**src/rtl/reg_file_rw_if.sv**
```systemverilog
// reg_file_rw_if: register file access bus; debug read pair present only with REG_FILE_DEBUG_EN
interface reg_file_rw_if #(parameter int DATA_W = 32, parameter int ADDR_W = 5);
  logic              reg_we;
  logic [ADDR_W-1:0] rs_addr;
  logic [ADDR_W-1:0] rt_addr;
  logic [ADDR_W-1:0] rd_addr;
  logic [DATA_W-1:0] wdata;
  logic [DATA_W-1:0] rs_data;
  logic [DATA_W-1:0] rt_data;
`ifdef REG_FILE_DEBUG_EN
  logic [ADDR_W-1:0] dbg_addr;
  logic [DATA_W-1:0] dbg_data;
`endif
  modport master (
    output reg_we, rs_addr, rt_addr, rd_addr, wdata,
    input  rs_data, rt_data
`ifdef REG_FILE_DEBUG_EN
    , output dbg_addr, input dbg_data
`endif
  );
  modport slave (
    input  reg_we, rs_addr, rt_addr, rd_addr, wdata,
    output rs_data, rt_data
`ifdef REG_FILE_DEBUG_EN
    , input dbg_addr, output dbg_data
`endif
  );
endinterface

```
**src/rtl/reg_file_rw.sv**
```systemverilog
// reg_file_rw: MIPS 32x32 register file, 2 comb read ports with write bypass; debug port under REG_FILE_DEBUG_EN
module reg_file_rw #(
  parameter int                DATA_W  = 32,
  parameter int                ADDR_W  = 5,
  parameter logic [DATA_W-1:0] SP_INIT = 32'h0000_3FFC,
  parameter logic [DATA_W-1:0] GP_INIT = 32'h0000_1800
) (
  input logic          clk,
  input logic          rst,
  reg_file_rw_if.slave bus
);
  localparam int N = 2 ** ADDR_W;
  logic [DATA_W-1:0] regs [N];
  logic              wr;
  assign wr = !rst && bus.reg_we && bus.rd_addr != '0;
  always_ff @(posedge clk) begin
    if (rst) begin
      for (int i = 0; i < N; i++)
        regs[i] <= i == 28 ? GP_INIT : i == 29 ? SP_INIT : '0;
    end else if (wr) begin
      regs[bus.rd_addr] <= bus.wdata;
    end
  end
  always_comb begin
    bus.rs_data = wr && bus.rd_addr == bus.rs_addr ? bus.wdata : bus.rs_addr == '0 ? '0 : regs[bus.rs_addr];
    bus.rt_data = wr && bus.rd_addr == bus.rt_addr ? bus.wdata : bus.rt_addr == '0 ? '0 : regs[bus.rt_addr];
  end
`ifdef REG_FILE_DEBUG_EN
  // committed state only: the debug view never sees the in-flight write
  assign bus.dbg_data = bus.dbg_addr == '0 ? '0 : regs[bus.dbg_addr];
`endif
endmodule
```
**src/flat_wrapper.sv**
```systemverilog
// flat-port wrapper written by rule: the top's interface ports become plain ports
module reg_file_rw_flat 
#(
  parameter int                DATA_W  = 32,
  parameter int                ADDR_W  = 5,
  parameter logic [DATA_W-1:0] SP_INIT = 32'h0000_3FFC,
  parameter logic [DATA_W-1:0] GP_INIT = 32'h0000_1800
)
  (clk, rst, bus_reg_we, bus_rs_addr, bus_rt_addr, bus_rd_addr, bus_wdata, bus_rs_data, bus_rt_data);
  reg_file_rw_if #(.DATA_W(DATA_W), .ADDR_W(ADDR_W)) bus_i ();
  input logic clk;
  input logic rst;
  input wire logic [$bits(bus_i.reg_we)-1:0] bus_reg_we;
  input wire logic [$bits(bus_i.rs_addr)-1:0] bus_rs_addr;
  input wire logic [$bits(bus_i.rt_addr)-1:0] bus_rt_addr;
  input wire logic [$bits(bus_i.rd_addr)-1:0] bus_rd_addr;
  input wire logic [$bits(bus_i.wdata)-1:0] bus_wdata;
  output wire logic [$bits(bus_i.rs_data)-1:0] bus_rs_data;
  output wire logic [$bits(bus_i.rt_data)-1:0] bus_rt_data;
  assign bus_i.reg_we = bus_reg_we;
  assign bus_i.rs_addr = bus_rs_addr;
  assign bus_i.rt_addr = bus_rt_addr;
  assign bus_i.rd_addr = bus_rd_addr;
  assign bus_i.wdata = bus_wdata;
  assign bus_rs_data = bus_i.rs_data;
  assign bus_rt_data = bus_i.rt_data;
  reg_file_rw #(.DATA_W(DATA_W), .ADDR_W(ADDR_W), .SP_INIT(SP_INIT), .GP_INIT(GP_INIT)) u_core (.clk(clk), .rst(rst), .bus(bus_i));
endmodule
```
**config.mk**
```make
export PLATFORM = sky130hd
export DESIGN_NAME = reg_file_rw_flat
export DESIGN_NICKNAME = d
export VERILOG_FILES = /design/src/rtl/reg_file_rw_if.sv /design/src/rtl/reg_file_rw.sv /design/src/flat_wrapper.sv
export SDC_FILE = /design/constraint.sdc
export NUM_CORES = 2
export LEC_CHECK = 0
export BUFFER_PORTS_ARGS = -buffer_cell sky130_fd_sc_hd__buf_4
export CORE_MARGIN = 5
export CORE_UTILIZATION = 52
export DETAILED_ROUTE_END_ITERATION = 16
export HOLD_SLACK_MARGIN = 0.08
export PLACE_DENSITY = 0.71
export SLEW_MARGIN = 20
export SYNTH_ARGS = -nofsm -noshare
export SYNTH_HDL_FRONTEND = slang
export SYNTH_SLANG_ARGS = --single-unit
```
**constraint.sdc**
```tcl
create_clock -name clk -period 1.85 [get_ports clk]
set_input_delay 0.185 -clock clk [delete_from_list [all_inputs] [get_ports clk]]
set_output_delay 0.185 -clock clk [all_outputs]
set_load 0.02 [all_outputs]
```
Word-level counts from Yosys, hierarchy flattened:

Memory sizes are Yosys's and may differ from the RTL's.
Index checks and enable logic that the tools add are counted.

* register bits: 0
* RAM bits: 1024
* bits of input ports: 50
* output and inout port bits: 64
* memories kept: 1

* eq/ne operators: 2
* muxes and demuxes: 12
* reduce and logical (&&, ||, !) cells: 9

Memories
* u_core.regs: depth 32, width 32, read ports 2, clocked after memory_dff 0, write ports 32, RTL line reg_file_rw.sv:13 `logic [DATA_W-1:0] regs [N];`

Operators by type and width (number)
* $mux W32: 5
* $reduce_or A32 Y1: 1
* $eq A5 B5 Y1: 2
* $logic_not A5 Y1: 2
* $mux W1: 6
* $mux W5: 1
* $reduce_bool A5 Y1: 1
* $logic_and A1 B1 Y1: 4
* $logic_not A1 Y1: 1

Logic depth before layout (Yosys ltp):

* depth after elaboration: 8
* gate-level depth with buffers: 10
* depth with buffers taken out: 5

Worst setup path before layout:

Ideal clock, no wire load.

* path type: input -> output
* start: input port bus_rs_addr[2]
* end: output port bus_rs_data[17]
* data arrival time: 1902 ps
* setup slack: -237 ps
* stages: 7
* path through: buf_2 buf_2 clkbuf_1 mux4_2 mux2_2 a221oi_1 o22ai_1

* cells in the longest elaborated chain, start to end: 3
* elaborated cells between the ends (all ways): 6
* those cells by class: 1 x eq/ne; 2 x mux; 2 x reduce/logical; 1 x memory

Ends and longest elaborated chain
* start: declaration: RTL line flat_wrapper.sv:14 `input wire logic [$bits(bus_i.rs_addr)-1:0] bus_rs_addr;`
* $mem_v2 Z32 W32, or another cell as far along
* $mux W32 or $logic_and A1 B1 Y1 (tied branches): RTL line reg_file_rw.sv:25 `bus.rs_data = wr && bus.rd_addr == bus.rs_addr ? bus.wdata : bus.rs_addr == '0 ? '0 : regs[bus.rs_addr];`
* $mux W32 *: RTL line reg_file_rw.sv:25
* end: declaration: RTL line flat_wrapper.sv:18 `output wire logic [$bits(bus_i.rs_data)-1:0] bus_rs_data;`

Every way passes the cells marked *; elsewhere a longest branch is shown, timed or not.

==> flow_summary.toml <==
[timing]
rsz0062_at_grt = "yes"
worst_slack_ps = -1060
finalHoldViolations = 0
min_period_ps = 2910
worst_slew_pin_slew_ps = 1170
setup_viol = 64
max_freq_ghz = 0.343
slew_violations = 0
slew_headroom = 0.222
timing.final.crit_share = 1.57
fin_setup_tns_ps = -55150

[floorplanning]
dieArea_sq_mm = 0.114
die_h_microns = 337
rows = 120
ios = 114
core_sq_mm = 0.107
die_w_microns = 337
initial_core_util = 0.522

[setup_path]
critPathLaunchType = "flop"
worstSetupStartpoint = "u_core.regs[29][13]"
cp.arrival_ps = 2730
end_kind = "primary output"
crit_end = "bus_rs_data[13]"
critPathRequiredTime_ps = 1660
critical_path_class = "flop to primary output"
crit_fanout = 2

[clocking]
clockBufferDepth = 3
cts_inserted_buffers = 109
cts.sink_count = 1024
cts-root-buf = "clkbuf_16"
h-tree-depth = 3
cts_tree = "yes"
path_clk_slew_ps = 70

[finish]
largest_reg_flops = 1024
regArea_sq_mm = 0.0307
syn2layout_area_growth_pct = 23.6
nFillCells = 7480
largest_register = "u_core.regs"
drive_above_1_share = 0.339
multi_input_area_sq_mm = 0.0249
fin_nets = 4481
largestRegisters = "u_core.regs x1024"
post-route-util = 0.645

[synthesis]
synth_top_flop_cell = "edfxtp_1"
synth_top_family_by_area = "multiplexers"
syn_area_sq_mm = 0.0557
synthMuxAreaShare = 0.214
synth_warnings = 0
synth_xor_area_frac = 0.00157
ys_seq_area_frac = 0.552
avgSynthCellArea_sq_um = 14.0
synth_compound_area_frac = 0.0607
ys_ff_latch = 1024
ys_async_sr_fraction = 0
synthAdderAreaFrac = 0
synthSimpleGateAreaFrac = 0.137
ys_types = 44
syn_inst = 3969
synth_edf_count = 1024

[worst_hold_path]
hp-class = "input pin to flop"

[route]
via_count = 40000
drc = 0
drtAntennaViolNets = 0
routed_wl_mm = 197
drt_iter0_markers = 5951
first_pass_iters = 5
drt-vias-per-instance = 6.75
wl_per_cell_microns = 33.2

[grt]
grt_pass1_vias = 39900
grt_max_degree = 65
grt_pass1_wl_mm = 279
grt_antenna_before_repair = 11
groute.usage.overall = 0.341
overflow = 0

[place]
pre_cts_ws_ps = -807
port_buffers = 113
gp_congestion = 0.945
dp_hpwl_mm = 132

[run_status]
status = "finished with violations"
violations = "setup timing"

[job]
drv_cap = 0

[power_and_ir_drop]
powerDensity_mw_per_mm2 = 850
irDropWorstVdd_v = 0.000793
power_uw = 58600
p_leak_uw = 0.0259
## how the worst min path moves through the flow
stage / to / startpoint / depth (start not counted)
4_1_cts: u_core.regs[28][11] / bus_rd_addr[1] / 5
3_5_place_dp: u_core.regs[28][0] / bus_wdata[0] / 2
5_1_grt: u_core.regs[28][11] / bus_rd_addr[0] / 5
2_1_floorplan: u_core.regs[28][11] / bus_wdata[11] / 1
6_report: u_core.regs[28][11] / bus_rd_addr[1] / 5
3_3_place_gp: u_core.regs[28][0] / bus_wdata[0] / 2
## critical path: stages (launching register included)
cell      delay, ps
edfxtp_1        430
mux4_2          480
mux2_4          310
a221oi_4        410
buf_6           170
o22ai_4          80
buf_6           140
## per-layer routing
metal	GRT usage	wire length (microns)
met1	0.451	70600
met2	0.535	90300
met3	0.0917	25600
met5	0	27
met4	0.153	10300
## cell usage after synthesis (3+ instances only)
library cell,instances,area share
a21oi_1,55,0.0049
nor2_1,40,0.0027
o21ai_0,5,0.00045
edfxtp_1,1024,0.55
nor2b_1,9,0.0010
o221ai_1,26,0.0041
nand2b_1,3,0.00034
xnor2_1,4,0.00063
a211o_1,7,0.0011
a22o_1,34,0.0053
nand4_1,14,0.0016
nand3_1,59,0.0053
and2_1,982,0.11
a41oi_1,5,0.00079
buf_1,10,0.00067
a221oi_1,27,0.0042
nand3b_1,4,0.00054
clkbuf_1,303,0.020
a32o_1,31,0.0056
a221o_1,10,0.0018
o211ai_1,5,0.00067
buf_2,75,0.0067
buf_4,23,0.0031
a22oi_1,95,0.013
o22a_1,7,0.0011
a2111o_1,25,0.0051
xor2_1,6,0.00094
or3b_2,5,0.00079
mux2_2,54,0.011
a221oi_2,11,0.0030
nand2_1,104,0.0070
o22ai_1,80,0.0090
or3_1,19,0.0021
buf_6,22,0.0044
nor3_1,19,0.0017
o31ai_1,3,0.00040
mux2i_1,408,0.073
or2_2,31,0.0035
mux4_2,320,0.13
## repair_timing
item                                    4_1_cts  5_1_grt
setup buffers                                 8        8
hold buffers                                 33        0
pin swaps                                   140       59
endpoints found under the setup margin       64       64
endpoints found under the hold margin       939        0
resized for setup                           209       50
## through the flow
stage / std cells / hold slack, ps / area [sq um]
5_1_grt: 5923 / 303 / 68900
3_5_place_dp: 5678 / 644 / 63800
2_1_floorplan: 4000 / 365 / 56700
6_report: 5924 / 285 / 68900
3_3_place_gp: 5678 / 641 / 63800
4_1_cts: 5915 / 242 / 68600
## layout make-up
class | count | share of cell area
Timing Repair Buffer | 754 | 0.117
Antenna cell | 2 | 0.0000726
Clock buffer | 136 | 0.0423
Tap cell | 1403 | 0.0255
Multi-Input combinational cell | 2542 | 0.361
Clock inverter | 63 | 0.00748
Sequential cell | 1024 | 0.446
## placed cells by master (no fill, tap or decap), drive strengths merged, types with 5 or more instances in the layout
| master | Yosys | routed |
|---|---|---|
| nand2 | 104 | 104 |
| dlygate4sd3 | 0 | 32 |
| a32o | 31 | 31 |
| clkbuf | 304 | 136 |
| clkinvlp | 0 | 7 |
| mux2 | 54 | 54 |
| edfxtp | 1024 | 1024 |
| nor2b | 9 | 9 |
| a41oi | 5 | 5 |
| or2 | 31 | 31 |
| mux4 | 320 | 320 |
| o211ai | 5 | 5 |
| buf | 130 | 722 |
| clkinv | 0 | 44 |
| nor2 | 40 | 40 |
| and2 | 982 | 982 |
| o22ai | 80 | 80 |
| mux2i | 408 | 408 |
| o22a | 7 | 7 |
| a22oi | 95 | 95 |
| a22o | 34 | 34 |
| or3 | 19 | 19 |
| nand3 | 59 | 59 |
| a21oi | 55 | 55 |
| o21ai | 6 | 6 |
| a2111o | 25 | 25 |
| bufinv | 0 | 7 |
| nor3 | 19 | 19 |
| a221o | 10 | 10 |
| inv | 0 | 5 |
| conb | 1 | 32 |
| or3b | 5 | 5 |
| xor2 | 6 | 6 |
| a211o | 7 | 7 |
| nand4 | 14 | 14 |
| o221ai | 26 | 26 |
| a221oi | 38 | 38 |
## cells by family after synthesis
| kind of cell | Yosys count |
|---|---|
| buf+inv | 434 |
| flops | 1024 |
| xor+xnor | 10 |
| mux | 782 |
| compound gates | 429 |
| simple gates | 1289 |
| other cells | 1 |
## power by group
group	total (uW)	switching (uW)	leakage (uW)	internal (uW)
clock	21400	9320	0.00167	12100
sequential	27500	725	0.00976	26800
combinational	9620	5200	0.0145	4420
total	58600	15200	0.0259	43300
Note: power is estimated with default switching activity, not from simulation.
